`config.mk`:
```
export PLATFORM = sky130hd
export DESIGN_NAME = pipe_stage_ctrl_flat
export DESIGN_NICKNAME = d
export VERILOG_FILES = /design/src/rtl/pipe_pkg.sv /design/src/rtl/pipe_stage_ctrl_if.sv /design/src/rtl/pipe_stage_reg.sv /design/src/rtl/pipe_stage_ctrl.sv /design/src/flat_wrapper.sv
export SDC_FILE = /design/constraint.sdc
export NUM_CORES = 1
export LEC_CHECK = 0
export ABC_AREA = 1
export CORE_MARGIN = 4
export CORE_UTILIZATION = 53
export CTS_CLUSTER_DIAMETER = 30
export DETAILED_ROUTE_END_ITERATION = 8
export PLACE_DENSITY = 0.86
export SETUP_SLACK_MARGIN = 0.5
export SYNTH_ARGS = -nofsm -noshare
export SYNTH_HDL_FRONTEND = slang
export SYNTH_SLANG_ARGS = --single-unit
export TNS_END_PERCENT = 100
```
`constraint.sdc`:
```
create_clock -name clk -period 3.6 [get_ports clk]
set_input_delay 0.72 -clock clk [delete_from_list [all_inputs] [get_ports clk]]
set_output_delay 0.72 -clock clk [all_outputs]
set_load 0.03 [all_outputs]
```
`src/rtl/pipe_pkg.sv`:
```
// Shared definitions for the pipeline stage manager:
// stage indices, bubble flags and the youngest-producer select.
package pipe_pkg;

    localparam int ID = 0;
    localparam int EX = 1;
    localparam int ME = 2;
    localparam int WB = 3;

    localparam int MAX_DEPTH = 8;
    localparam int MAX_SEL_W = 3;

    typedef struct packed {
        logic valid;
        logic rw;
        logic ld;
    } stg_flags_t;

    localparam stg_flags_t BUBBLE = '0;

    // Lowest matching stage index wins: that is the youngest producer.
    function automatic logic [MAX_SEL_W-1:0] youngest_sel(
        input logic [MAX_DEPTH-1:0] hit
    );
        logic [MAX_SEL_W-1:0] sel;
        sel = '0;
        for (int k = MAX_DEPTH - 1; k >= 1; k--) begin
            if (hit[k]) sel = MAX_SEL_W'(k);
        end
        return sel;
    endfunction

endpackage

```
`src/rtl/pipe_stage_ctrl_if.sv`:
```
// Bundle between decoder/IF, the stage manager and the datapath.
// master drives instructions and pipeline events, slave is the manager.
interface pipe_stage_ctrl_if
    import pipe_pkg::*;
#(
    parameter int DEPTH = 4,
    parameter int PC_W  = 32,
    parameter int CTL_W = 16,
    parameter int RA_W  = 5,
    parameter int CNT_W = 16,
    parameter int SEL_W = $clog2(DEPTH)
);
    logic                   ext_stall;
    logic                   br_taken;
    logic                   in_valid;
    logic [PC_W-1:0]        in_pc;
    logic [CTL_W-1:0]       in_ctl;
    logic [RA_W-1:0]        in_da;
    logic [RA_W-1:0]        in_aa;
    logic [RA_W-1:0]        in_ba;
    logic                   in_rw;
    logic                   in_ld;
    logic                   in_a_use;
    logic                   in_b_use;

    logic [DEPTH-1:0]       st_valid;
    logic [DEPTH*PC_W-1:0]  st_pc;
    logic [DEPTH*CTL_W-1:0] st_ctl;
    logic [DEPTH*RA_W-1:0]  st_da;
    logic [DEPTH-1:0]       st_rw;
    logic [SEL_W-1:0]       fwd_a;
    logic [SEL_W-1:0]       fwd_b;
    logic                   if_hold;
    logic [CNT_W-1:0]       stall_cnt;
    logic [CNT_W-1:0]       flush_cnt;

    modport master (
        output ext_stall, br_taken, in_valid, in_pc, in_ctl,
        output in_da, in_aa, in_ba, in_rw, in_ld, in_a_use, in_b_use,
        input  st_valid, st_pc, st_ctl, st_da, st_rw,
        input  fwd_a, fwd_b, if_hold, stall_cnt, flush_cnt
    );

    modport slave (
        input  ext_stall, br_taken, in_valid, in_pc, in_ctl,
        input  in_da, in_aa, in_ba, in_rw, in_ld, in_a_use, in_b_use,
        output st_valid, st_pc, st_ctl, st_da, st_rw,
        output fwd_a, fwd_b, if_hold, stall_cnt, flush_cnt
    );

endinterface

```
`src/rtl/pipe_stage_reg.sv`:
```
// One pipeline stage register: load, hold, or collapse to a bubble.
// A bubble is the all-zero word; rst clears it the same way.
module pipe_stage_reg
    import pipe_pkg::*;
#(
    parameter int W = 8
) (
    input  logic         clk,
    input  logic         rst,
    input  logic         load_i,
    input  logic         bubble_i,
    input  logic [W-1:0] d_i,
    output logic [W-1:0] q_o
);

    logic [W-1:0] data_q;

    always_ff @(posedge clk) begin
        if (rst || bubble_i) begin
            data_q <= '0;
        end else if (load_i) begin
            data_q <= d_i;
        end
    end

    assign q_o = data_q;

endmodule

```
`src/rtl/pipe_stage_ctrl.sv`:
```
// Pipeline stage manager: per-stage valid/PC/control, forwarding
// selects for ID, load-use stall, branch flush and event counters.
module pipe_stage_ctrl
    import pipe_pkg::*;
#(
    parameter int DEPTH       = 4,
    parameter int PC_W        = 32,
    parameter int CTL_W       = 16,
    parameter int RA_W        = 5,
    parameter int FLUSH_STAGE = 1,
    parameter int CNT_W       = 16,
    parameter int SEL_W       = $clog2(DEPTH)
) (
    input  logic              clk,
    input  logic              rst,
    pipe_stage_ctrl_if.slave  bus
);

    localparam int WK = 3 + RA_W + CTL_W + PC_W;
    localparam int WX = 2 + 2 * RA_W;

    logic [WK-1:0]        ent [DEPTH];
    logic [WX-1:0]        id_ext;
    logic [DEPTH-1:0]     s_v;
    logic [DEPTH-1:0]     s_rw;
    logic [DEPTH-1:0]     s_ld;
    logic [PC_W-1:0]      s_pc  [DEPTH];
    logic [CTL_W-1:0]     s_ctl [DEPTH];
    logic [RA_W-1:0]      s_da  [DEPTH];
    logic [RA_W-1:0]      id_aa;
    logic [RA_W-1:0]      id_ba;
    logic                 id_au;
    logic                 id_bu;
    stg_flags_t           in_flags;

    logic [MAX_DEPTH-1:0] hit_a;
    logic [MAX_DEPTH-1:0] hit_b;
    logic [SEL_W-1:0]     fwd_a;
    logic [SEL_W-1:0]     fwd_b;
    logic                 hazard;
    logic                 flush;
    logic                 stall;
    logic                 adv;
    logic [DEPTH-1:0]     load;
    logic [DEPTH-1:0]     bubble;

    logic [CNT_W-1:0]     stall_cnt_q;
    logic [CNT_W-1:0]     stall_cnt_d;
    logic [CNT_W-1:0]     flush_cnt_q;
    logic [CNT_W-1:0]     flush_cnt_d;
    logic                 unused_ld;

    assign in_flags = bus.in_valid
        ? stg_flags_t'{valid: 1'b1, rw: bus.in_rw, ld: bus.in_ld}
        : BUBBLE;

    // Stage 0 carries the source operands on top of the common entry.
    for (genvar k = 0; k < DEPTH; k++) begin : g_st
        if (k == ID) begin : g_id
            logic [WX+WK-1:0] q0;
            pipe_stage_reg #(.W(WX + WK)) u_reg (
                .clk      (clk),
                .rst      (rst),
                .load_i   (load[k]),
                .bubble_i (bubble[k]),
                .d_i      ({bus.in_a_use, bus.in_b_use,
                            bus.in_aa, bus.in_ba, in_flags,
                            bus.in_da, bus.in_ctl, bus.in_pc}),
                .q_o      (q0)
            );
            assign {id_ext, ent[k]} = q0;
        end else begin : g_nx
            pipe_stage_reg #(.W(WK)) u_reg (
                .clk      (clk),
                .rst      (rst),
                .load_i   (load[k]),
                .bubble_i (bubble[k]),
                .d_i      (ent[k-1]),
                .q_o      (ent[k])
            );
        end
    end

    assign {id_au, id_bu, id_aa, id_ba} = id_ext;

    always_comb begin
        for (int k = 0; k < DEPTH; k++) begin
            {s_v[k], s_rw[k], s_ld[k],
             s_da[k], s_ctl[k], s_pc[k]} = ent[k];
        end
    end

    always_comb begin
        hit_a = '0;
        hit_b = '0;
        for (int k = 1; k < DEPTH; k++) begin
            hit_a[k] = s_v[ID] && s_v[k] && s_rw[k] && id_au
                && (s_da[k] == id_aa) && (s_da[k] != '0);
            hit_b[k] = s_v[ID] && s_v[k] && s_rw[k] && id_bu
                && (s_da[k] == id_ba) && (s_da[k] != '0);
        end
    end

    assign fwd_a = SEL_W'(youngest_sel(hit_a));
    assign fwd_b = SEL_W'(youngest_sel(hit_b));

    // A load in EX has no result yet; wait one cycle and take it from ME.
    assign hazard = s_ld[EX]
        && (fwd_a == SEL_W'(EX) || fwd_b == SEL_W'(EX));

    assign flush = !bus.ext_stall && bus.br_taken;
    assign stall = !bus.ext_stall && !bus.br_taken && hazard;
    assign adv   = !bus.ext_stall && !bus.br_taken && !hazard;

    always_comb begin
        load   = '0;
        bubble = '0;
        for (int k = 0; k < DEPTH; k++) begin
            if (k == ID) begin
                bubble[k] = flush || (adv && !bus.in_valid);
                load[k]   = adv && bus.in_valid;
            end else begin
                bubble[k] = (flush && k <= FLUSH_STAGE)
                    || (stall && k == EX);
                load[k]   = adv || (flush && k > FLUSH_STAGE)
                    || (stall && k > EX);
            end
        end
    end

    always_comb begin
        stall_cnt_d = stall_cnt_q;
        flush_cnt_d = flush_cnt_q;
        if (stall && stall_cnt_q != '1) begin
            stall_cnt_d = stall_cnt_q + CNT_W'(1);
        end
        if (flush && flush_cnt_q != '1) begin
            flush_cnt_d = flush_cnt_q + CNT_W'(1);
        end
    end

    always_ff @(posedge clk) begin
        if (rst) begin
            stall_cnt_q <= '0;
            flush_cnt_q <= '0;
        end else begin
            stall_cnt_q <= stall_cnt_d;
            flush_cnt_q <= flush_cnt_d;
        end
    end

    always_comb begin
        bus.st_valid = s_v;
        bus.st_rw    = s_v & s_rw;
        bus.st_pc    = '0;
        bus.st_ctl   = '0;
        bus.st_da    = '0;
        for (int k = 0; k < DEPTH; k++) begin
            bus.st_pc[k*PC_W +: PC_W]    = s_pc[k];
            bus.st_ctl[k*CTL_W +: CTL_W] = s_ctl[k];
            bus.st_da[k*RA_W +: RA_W]    = s_da[k];
        end
    end

    assign bus.fwd_a     = fwd_a;
    assign bus.fwd_b     = fwd_b;
    assign bus.if_hold   = bus.ext_stall || stall;
    assign bus.stall_cnt = stall_cnt_q;
    assign bus.flush_cnt = flush_cnt_q;

    assign unused_ld = ^s_ld;

endmodule

```
`src/flat_wrapper.sv`:
```
// flat-port wrapper written by rule: the top's interface ports become plain ports
module pipe_stage_ctrl_flat import pipe_pkg::*;
#(
    parameter int DEPTH       = 4,
    parameter int PC_W        = 32,
    parameter int CTL_W       = 16,
    parameter int RA_W        = 5,
    parameter int FLUSH_STAGE = 1,
    parameter int CNT_W       = 16,
    parameter int SEL_W       = $clog2(DEPTH)
)
  (clk, rst, bus_ext_stall, bus_br_taken, bus_in_valid, bus_in_pc, bus_in_ctl, bus_in_da, bus_in_aa, bus_in_ba, bus_in_rw, bus_in_ld, bus_in_a_use, bus_in_b_use, bus_st_valid, bus_st_pc, bus_st_ctl, bus_st_da, bus_st_rw, bus_fwd_a, bus_fwd_b, bus_if_hold, bus_stall_cnt, bus_flush_cnt);
  pipe_stage_ctrl_if #(.DEPTH(DEPTH), .PC_W(PC_W), .CTL_W(CTL_W), .RA_W(RA_W), .CNT_W(CNT_W), .SEL_W(SEL_W)) bus_i ();
  input  logic clk;
  input  logic rst;
  input wire logic [$bits(bus_i.ext_stall)-1:0] bus_ext_stall;
  input wire logic [$bits(bus_i.br_taken)-1:0] bus_br_taken;
  input wire logic [$bits(bus_i.in_valid)-1:0] bus_in_valid;
  input wire logic [$bits(bus_i.in_pc)-1:0] bus_in_pc;
  input wire logic [$bits(bus_i.in_ctl)-1:0] bus_in_ctl;
  input wire logic [$bits(bus_i.in_da)-1:0] bus_in_da;
  input wire logic [$bits(bus_i.in_aa)-1:0] bus_in_aa;
  input wire logic [$bits(bus_i.in_ba)-1:0] bus_in_ba;
  input wire logic [$bits(bus_i.in_rw)-1:0] bus_in_rw;
  input wire logic [$bits(bus_i.in_ld)-1:0] bus_in_ld;
  input wire logic [$bits(bus_i.in_a_use)-1:0] bus_in_a_use;
  input wire logic [$bits(bus_i.in_b_use)-1:0] bus_in_b_use;
  output wire logic [$bits(bus_i.st_valid)-1:0] bus_st_valid;
  output wire logic [$bits(bus_i.st_pc)-1:0] bus_st_pc;
  output wire logic [$bits(bus_i.st_ctl)-1:0] bus_st_ctl;
  output wire logic [$bits(bus_i.st_da)-1:0] bus_st_da;
  output wire logic [$bits(bus_i.st_rw)-1:0] bus_st_rw;
  output wire logic [$bits(bus_i.fwd_a)-1:0] bus_fwd_a;
  output wire logic [$bits(bus_i.fwd_b)-1:0] bus_fwd_b;
  output wire logic [$bits(bus_i.if_hold)-1:0] bus_if_hold;
  output wire logic [$bits(bus_i.stall_cnt)-1:0] bus_stall_cnt;
  output wire logic [$bits(bus_i.flush_cnt)-1:0] bus_flush_cnt;
  assign bus_i.ext_stall = bus_ext_stall;
  assign bus_i.br_taken = bus_br_taken;
  assign bus_i.in_valid = bus_in_valid;
  assign bus_i.in_pc = bus_in_pc;
  assign bus_i.in_ctl = bus_in_ctl;
  assign bus_i.in_da = bus_in_da;
  assign bus_i.in_aa = bus_in_aa;
  assign bus_i.in_ba = bus_in_ba;
  assign bus_i.in_rw = bus_in_rw;
  assign bus_i.in_ld = bus_in_ld;
  assign bus_i.in_a_use = bus_in_a_use;
  assign bus_i.in_b_use = bus_in_b_use;
  assign bus_st_valid = bus_i.st_valid;
  assign bus_st_pc = bus_i.st_pc;
  assign bus_st_ctl = bus_i.st_ctl;
  assign bus_st_da = bus_i.st_da;
  assign bus_st_rw = bus_i.st_rw;
  assign bus_fwd_a = bus_i.fwd_a;
  assign bus_fwd_b = bus_i.fwd_b;
  assign bus_if_hold = bus_i.if_hold;
  assign bus_stall_cnt = bus_i.stall_cnt;
  assign bus_flush_cnt = bus_i.flush_cnt;
  pipe_stage_ctrl #(.DEPTH(DEPTH), .PC_W(PC_W), .CTL_W(CTL_W), .RA_W(RA_W), .FLUSH_STAGE(FLUSH_STAGE), .CNT_W(CNT_W), .SEL_W(SEL_W)) u_core (.clk(clk), .rst(rst), .bus(bus_i));
endmodule
```
=== Word-level counts from Yosys, hierarchy flattened ===
Index checks and enable logic that the tools add are counted.

* Latch bits: 0
* Bits in read-only memories: 0
* Bits in writable memories: 0
* Bits of input ports: 72
* Bits in registers: 268
* Logic and storage cells: 74
* Memories: 0

* Multiplexer cells: 7
* Shifts and indexed selects: 0
* Multiply operators: 0
* Order comparisons: 0
* Reduce and logical (&&, ||, !) cells: 48
* Bitwise logic cells: 1
* Divide/modulo/power cells: 0
* Add/subtract/negate cells: 2
* Equal/unequal tests: 10

{| class="wikitable"
|+ Operators by type and width
! kind !! number
|-
| logical AND 1 bit || 33
|-
| adder 16 x 1 -> 16 bit, second input constant || 2
|-
| != test 16 bit, second input constant || 2
|-
| == test 5 bit || 6
|-
| nonzero test 5 bit || 3
|-
| two-way mux 2 bit || 6
|-
| logical OR 1 bit || 8
|-
| AND 4 bit || 1
|-
| == test 2 x 1 -> 1 bit, second input constant || 2
|-
| zero test 1 bit || 4
|-
| two-way mux 3 bit || 1
|}

=== Depth between registers and ports, before layout ===
* Word-level depth: 16
* Mapped depth: 14
* Mapped depth without buffers: 13

=== Cells and area by module ===
From an unflattened synthesis, not the netlist that was laid out.

* Cells, all modules: 1964
* Area, all modules: 12310.6 um^2

{| class="wikitable"
|+ By module, submodules not included
! module !! cells each !! times used !! area each (um^2)
|-
| pipe_stage_reg (u_core.g_st[1].g_nx.u_reg ...) || 355 || 3 || 2296.0
|-
| pipe_stage_reg (u_core.g_st[0].g_id.u_reg) || 431 || 1 || 2792.7
|-
| pipe_stage_ctrl || 468 || 1 || 2630.0
|}

=== Least setup slack after synthesis ===
No wires, ideal clock.

* Path type: input-to-output
* From: input bus_ext_stall
* To: output bus_if_hold
* Stages on the path: 5
* Arrival time: 1.785 ns
* Setup slack: 1.095 ns
* Cell sequence: buf_1 -> inv_2 -> clkbuf_1 -> clkbuf_1 -> nand2_1

* Cells in the longest elaborated chain, start to end: 4

{| class="wikitable"
|+ RTL lines
! item !! line !! RTL
|-
| start, declared || flat_wrapper.sv:16 || <nowiki>input wire logic [$bits(bus_i.ext_stall)-1:0] bus_ext_stall;</nowiki>
|-
| zero test 1 bit || pipe_stage_ctrl.sv:112 || <nowiki>assign stall = !bus.ext_stall && !bus.br_taken && hazard;</nowiki>
|-
| logical AND 1 bit (2 in a row) || pipe_stage_ctrl.sv:112 ||
|-
| logical OR 1 bit * || pipe_stage_ctrl.sv:167 || <nowiki>assign bus.if_hold = bus.ext_stall || stall;</nowiki>
|-
| end, declared || flat_wrapper.sv:35 || <nowiki>output wire logic [$bits(bus_i.if_hold)-1:0] bus_if_hold;</nowiki>
|}

Every way passes the cells marked *; elsewhere a longest branch is shown, timed or not.

=== Final worst setup path ===
* From: register u_core.g_st[1].g_nx.u_reg.data_q[48]
* To: output bus_if_hold

* Cells in the longest elaborated chain, start to end: 9
* Elaborated cells on any way between the ends: 15

{| class="wikitable"
|+ RTL lines
! item !! line !! RTL
|-
| start, declared || pipe_stage_reg.sv:16 || <nowiki>logic [W-1:0] data_q;</nowiki>
|-
| start signal, assigned || pipe_stage_reg.sv:22 || <nowiki>data_q <= d_i;</nowiki>
|-
| == test 5 bit (on tied branches) || pipe_stage_ctrl.sv:98, pipe_stage_ctrl.sv:100 ||
|-
| logical AND 1 bit (on tied branches) (2 in a row) || pipe_stage_ctrl.sv:98, pipe_stage_ctrl.sv:100 ||
|-
| two-way mux 2 bit || pipe_pkg.sv:28 || <nowiki>if (hit[k]) sel = MAX_SEL_W'(k);</nowiki>
|-
| == test 2 x 1 -> 1 bit || pipe_stage_ctrl.sv:109 || <nowiki>&& (fwd_a == SEL_W'(EX) || fwd_b == SEL_W'(EX));</nowiki>
|-
| logical OR 1 bit * || pipe_stage_ctrl.sv:109 ||
|-
| logical AND 1 bit * || pipe_stage_ctrl.sv:109 ||
|-
| logical AND 1 bit * || pipe_stage_ctrl.sv:112 ||
|-
| logical OR 1 bit * || pipe_stage_ctrl.sv:167 ||
|}

Marks and branches as above.

==> impl_metrics.csv <==
group,metric,value,unit
pwr,net-switching-power,2.052,mW
worst_setup_path,worstPathMaxFanout,6,
sta,rsz0062_at_grt,"no",
detailed_routing,via_per_inst,5.411,
pwr,total_power,8.685,mW
pwr,power_frac_seq,35.9,%
pwr,clkPwrFrac,55.4,%
synthesis,synth_seq_cells,266,
detailed_routing,drt-wirelength-per-cell,17.83,um
worst_setup_path,startpoint_type,"register",
synthesis,synth_area_leaders,"dfxtp_1 43%, buf_4 13%, nor2_1 7.5%",
clocking,numCtsBuffers,51,
worst_setup_path,critPathArrivalTime,2.24,ns
layout,layout.nets,1775,
clocking,cts_num_sinks,266,
worst_setup_path,cp_slowest_stage_delay,0.48,ns
synthesis,async_flop_share,0,%
pwr,pwr-share-comb,8.7,%
sta,tns,0,ns
synthesis,seq_area_frac_synth,43.26,%
synthesis,syn-num-nets,1693,
sta,setup_viol,0,
synthesis,synth_common_cells,"266 x dfxtp_1, 246 x nor2_1, 225 x nand2_1, 219 x buf_4, 141 x a21oi_1",
synthesis,synth.distinct_cells,35,
sta,slew_headroom,32.54,%
detailed_routing,num_vias,11140,
worst_setup_path,end_kind,"output port",
die,dieArea,25730,sq um
clocking,clk_latency,0.53,ns
pwr,vdd_drop_max,0.3449,mV
pwr,power.internal,6.633,mW
worst_setup_path,cp_cell_sequence,"inv_1 -> nand2_1 -> nand3_1 -> nor2_1 -> nand3_1 -> nand2_2 -> nand3_2 -> nand2_1 -> buf_4",
hold_path,hp-class,"register to register",
synthesis,syn_inst,1619,
detailed_routing,drt-initial-drc-count,1089,
clocking,cts_tree,"yes",
grt,grt_overflow,0,
clocking,cts_hold_buf,0,
sta,fin_crit,2.960,ns
sta,worst_slew_pin_slew,1.012,ns
place,place.gp.congestion,0.9204,
die,num_rows,55,
clocking,cts_buffer_depth,3,
die,dieHeight,160.4,um
place,dp_hpwl,25440,um
layout,syn2layout_area_growth,28.78,%
synthesis,synth.avg_cell_area,7.604,sq um
synthesis,netlist_area,12310,sq um
synthesis,synth-warning-count,0,
pwr,p_leak,5.740,nW
detailed_routing,totalWireLength,36690,um
grt,grt_pass1_wl,56480,um
grt,grt_pass1_vias,10290,
synthesis,yosys_most_used_dff,"dfxtp_1",
clocking,clock-root-buffer,"clkbuf_16",
synthesis,yosys.area.top_type,"dfxtp_1",
worst_setup_path,worst-endpoint-required,2.88,ns
sta,finalHoldViolCount,0,
grt,grt_max_degree,122,
detailed_routing,ant_nets,0,
layout,multi_input_area,4674,sq um
grt,antenna_found_initial,6,
worst_setup_path,crit_type,"register to output port",
layout,ff_latch_area,5328,sq um
pwr,sw_frac_of_total,23.63,%
grt,grt.total_usage,26.81,%
sta,drv_slew,0,
die,core,22780,sq um
layout,final_layout_size_suffix_gt1_share,8.439,%
die,initial_core_util,54.05,%
sta,clock-skew-final,0.01538,ns
layout,fillCellCount,1773,
place,port_buffers,328,
detailed_routing,drc,0,
run,maxCapViolations,0,
pwr,power.density,547.8,nW/um^2
sta,max_freq,0.3378,GHz
detailed_routing,dr.pass1.iters,6,
die,die_w,160.4,um
worst_setup_path,crit_slowest_cell,"dfxtp_1",
run_status,status,"finished, final reports clean",
clocking,htree_levels,2,
clocking,path_clk_slew,0.05,ns
sta,min_period_over_period,82.22,%
die,io_pins,329,
synthesis,synth_edf_count,0,
synthesis,yosysTopAreaCellShare,43.26,%
synthesis,yosysMostFrequentCell,"dfxtp_1",
-- worst max-delay path: cells and delay by family (launching register included) --
kind          cells  cell delay [ns]
flops             1             0.48
simple gates      7             0.93
buf+inv           2             0.30
-- power by group through the flow --
stage | clock network [mW] | registers, mW | logic, mW
finish | 4.81 | 3.12 | 0.760
global route | 5.02 | 3.12 | 0.813
CTS | 4.87 | 3.11 | 0.758
detailed placement | 0 | 3.17 | 0.752
global placement | 0 | 3.17 | 0.744
floorplan | 0 | 3.15 | 0.556
-- logic make-up (layout without fill, tap and decap cells) --
| kind of cell | after synthesis | count (layout) | share of synthesized area (%) |
|---|---|---|---|
| buffers and inverters | 374 | 497 | 18.88 |
| xor gates and xnor gates | 24 | 24 | 1.707 |
| adders and majority gates | 2 | 2 | 0.2032 |
| AOI/OAI and AO/OA | 300 | 300 | 13.12 |
| other | 0 | 3 | 0 |
| and+or+nand+nor | 653 | 653 | 22.83 |
| DFF | 266 | 266 | 43.26 |
-- per-stage QoR --
| stage | hold WS, ns | worst slack [ns] | util [%] | cell area [sq um] | std cells |
|---|---|---|---|---|---|
| 2_1_floorplan | 0.4483 | 1.095 | - | 12310 | 1619 |
| 3_3_place_gp | 0.4614 | 0.9019 | 61.72 | 14060 | 1961 |
| 3_5_place_dp | 0.4675 | 0.8876 | 61.72 | 14060 | 1961 |
| 4_1_cts | 0.4736 | 0.4872 | 69.54 | 15840 | 2055 |
| 5_1_grt | 0.4934 | 0.5020 | 69.59 | 15850 | 2057 |
| 6_report | 0.4743 | 0.6400 | 69.60 | 15850 | 2058 |
-- area by class of cell --
class	instances	share of cell area (%)
Timing Repair Buffer	346	21.78
Clock buffer	72	9.368
Inverter	57	1.357
Sequential cell	266	33.60
Multi-Input combinational cell	979	29.48
Clock inverter	22	1.886
Tap cell	313	2.470
Antenna cell	3	0.04735
-- sequential cells by signal (all words and copies together), names as in the netlist --
| name | flops |
|---|---|
| u_core.bus.stall_cnt | 16 |
| u_core.g_st.g_id.u_reg.q_o | 68 |
| u_core.g_st.g_nx.u_reg.q_o | 166 |
| u_core.bus.flush_cnt | 16 |
-- final timing paths --
check	slack, ns	end	cells after the start	startpoint
setup / recovery	0.64	bus_if_hold	9	u_core.g_st[1].g_nx.u_reg.q_o[48]
hold / removal	0.47	u_core.g_st[0].g_id.u_reg.q_o[7]	2	u_core.g_st[0].g_id.u_reg.q_o[7]
setup reg to reg	1.12	u_core.g_st[0].g_id.u_reg.q_o[2]	12	u_core.g_st[1].g_nx.u_reg.q_o[48]
hold reg to reg	0.47	u_core.g_st[0].g_id.u_reg.q_o[7]	2	u_core.g_st[0].g_id.u_reg.q_o[7]
-- routing by layer --
layer	GRT usage [%]	vias up	routed length, um
li1	-	5314	-
met4	11.97	8	1524
met1	35.94	5117	15700
met3	7.134	110	3024
met5	0	-	60
met2	40.69	587	16380
-- timing repair --
action,in CTS,in global routing
buffers inserted,0,0
gates resized for setup,3,10
setup endpoints to repair,4,4
-- cell usage in the layout (no fill, tap or decap), drive strengths merged, types with 3 or more instances in the layout --
cell type	synthesis	final
diode	0	3
nor3	14	14
nor4	6	6
xor2	13	13
nand3	80	80
clkdlybuf4s50	0	321
xnor2	11	11
o21ai	122	122
buf	262	21
nand2	229	229
nand4	73	73
bufinv	0	6
clkinv	1	13
nor2	249	249
inv	56	58
dfxtp	266	266
a21oi	161	161
o22ai	7	7
clkbuf	55	73
No activity file was read; power rests on OpenSTA's default activity.
==> RTL edit, RTL diff (same settings) <==
`CNT_W` is set to 16 in 3 places; all go to 12.
--- a/src/rtl/pipe_stage_ctrl_if.sv
+++ b/src/rtl/pipe_stage_ctrl_if.sv
@@ -7,7 +7,7 @@
     parameter int PC_W  = 32,
     parameter int CTL_W = 16,
     parameter int RA_W  = 5,
-    parameter int CNT_W = 16,
+    parameter int CNT_W = 12,
     parameter int SEL_W = $clog2(DEPTH)
 );
     logic                   ext_stall;
--- a/src/rtl/pipe_stage_ctrl.sv
+++ b/src/rtl/pipe_stage_ctrl.sv
@@ -8,7 +8,7 @@
     parameter int CTL_W       = 16,
     parameter int RA_W        = 5,
     parameter int FLUSH_STAGE = 1,
-    parameter int CNT_W       = 16,
+    parameter int CNT_W       = 12,
     parameter int SEL_W       = $clog2(DEPTH)
 ) (
     input  logic              clk,
--- a/src/flat_wrapper.sv
+++ b/src/flat_wrapper.sv
@@ -6,7 +6,7 @@
     parameter int CTL_W       = 16,
     parameter int RA_W        = 5,
     parameter int FLUSH_STAGE = 1,
-    parameter int CNT_W       = 16,
+    parameter int CNT_W       = 12,
     parameter int SEL_W       = $clog2(DEPTH)
 )
   (clk, rst, bus_ext_stall, bus_br_taken, bus_in_valid, bus_in_pc, bus_in_ctl, bus_in_da, bus_in_aa, bus_in_ba, bus_in_rw, bus_in_ld, bus_in_a_use, bus_in_b_use, bus_st_valid, bus_st_pc, bus_st_ctl, bus_st_da, bus_st_rw, bus_fwd_a, bus_fwd_b, bus_if_hold, bus_stall_cnt, bus_flush_cnt);
Interface: changed (resized bus_flush_cnt and bus_stall_cnt); port bits go from 329 to 321. The function was not compared with the original's and may differ.
==> RTL edit against the unedited design <==
  * Routed wire length rose by 0.59%
  * Area after synthesis fell by 1.0%
  * Global-route usage rose by 0.74 points
  * Total power fell by 3.3%
  * Worst setup slack got worse by 0.014 ns
  * Design area fell by 2.4%
  * Sequential cell count fell by 8
  * Clock power fell by 9.1%
==> RTL edit: results (changes against the unedited design) <==
fraction_of_met1_tracks_used_by_global_routing_pct: 35.37  # -0.57 points
place.detailed.hpwl_mm: 24.64  # -3.2%
global_route.usage.met2_pct: 45.30  # +4.6 points
layout_nets: 1715  # -3.4%
postSynthCellCount: 1563  # -3.5%
pwr_density_cell_nw_per_um2: 543.0  # -0.87%
critical_path.max_fanout: 5  # -1
wl_per_cell_um: 18.81  # +5.5%
hold_path.startpoint: "u_core.g_st[0].g_id.u_reg.q_o[53]"
grt_antenna_before_repair: 0  # -6
detailed_route_wirelength_on_metal2_mm: 17.33  # +5.8%
timing.critical_path.from: "u_core.g_st[0].g_id.u_reg.q_o[55]"
placed_cells: 1875  # -4.4%
worst_setup_path_endpoint: "bus_fwd_a[1]"
critical_path.reg2reg.startpoint: "u_core.g_st[1].g_nx.u_reg.q_o[51]"
setup.reg_to_reg.worst_slack_ns: 0.88  # -0.24 ns
met3RoutedLength_mm: 2.796  # -7.5%
finalWorstPathRequiredPeriod_ns: 2.974  # +0.01430 ns
gpl.final_weighted_congestion: 0.9555  # +3.8%
grt_max_degree: 141  # +16%
worstReg2RegEnd: "u_core.g_st[0].g_id.u_reg.q_o[32]"
holdPathEnd: "u_core.g_st[0].g_id.u_reg.q_o[53]"
worst_clock_skew_ns: 0.01986  # +0.004482 ns
groute.usage.overall_pct: 27.55  # +0.74 points
p_int_mw: 6.219  # -6.2%
post_cts.resized_instances: 5  # +2
post_synth_fa_ha_maj_area_fraction_pct: 0.2054  # +0.0021 points
highest-signal-layer: "met4"
netlist-cell-type-count: 40  # +14%
cts_buffers: 49  # -3.9%
sequentialPowerShare_pct: 36.5  # +0.6 points
synth-compound-area-share_pct: 15.83  # +2.7 points
insertedDiodeCount: 0  # -3
share_comb_of_total_power_pct: 11.4  # +2.7 points
preCtsSetupSlack_ns: 0.6600  # -0.2276 ns
grt_first_pass_wirelength_mm: 57.56  # +1.9%
run_status: "complete, no violations"
use_met3_pct: 5.006  # -2.1 points
detail_route.vias_per_cell: 5.564  # +2.8%
dpl_cell_area_um2: 13870  # -1.3%
vias_in_the_first_global_route: 10560  # +2.7%
==> RTL edit: changes by cell type after synthesis, sizes merged, moves of 17 or more <==
cell / before / now
inv: 56 / 91
nand2: 229 / 188
a21oi: 161 / 144
nor2: 249 / 231
a211oi: 2 / 37
nand3: 80 / 43
==> RTL edit: kinds of logic after synthesis <==
group | after synthesis
AO/OA/AOI/OAI | 318
XOR/XNOR | 18
adder cells (fa/ha/maj) | 2
buffers and inverters | 405
flip-flops | 258
AND/OR/NAND/NOR | 562
==> RTL edit: area by class of cell <==
| cell class | instances | area, um^2 |
|---|---|---|
| clock buffers | 59 | 1304 |
| inverters | 91 | 344.1 |
| multi-input cells | 900 | 4584 |
| well taps | 285 | 356.6 |
| repair buffers | 341 | 3415 |
| fillers | 1787 | 7167 |
| clock inverters | 28 | 304.0 |
| flip-flops and latches | 258 | 5166 |
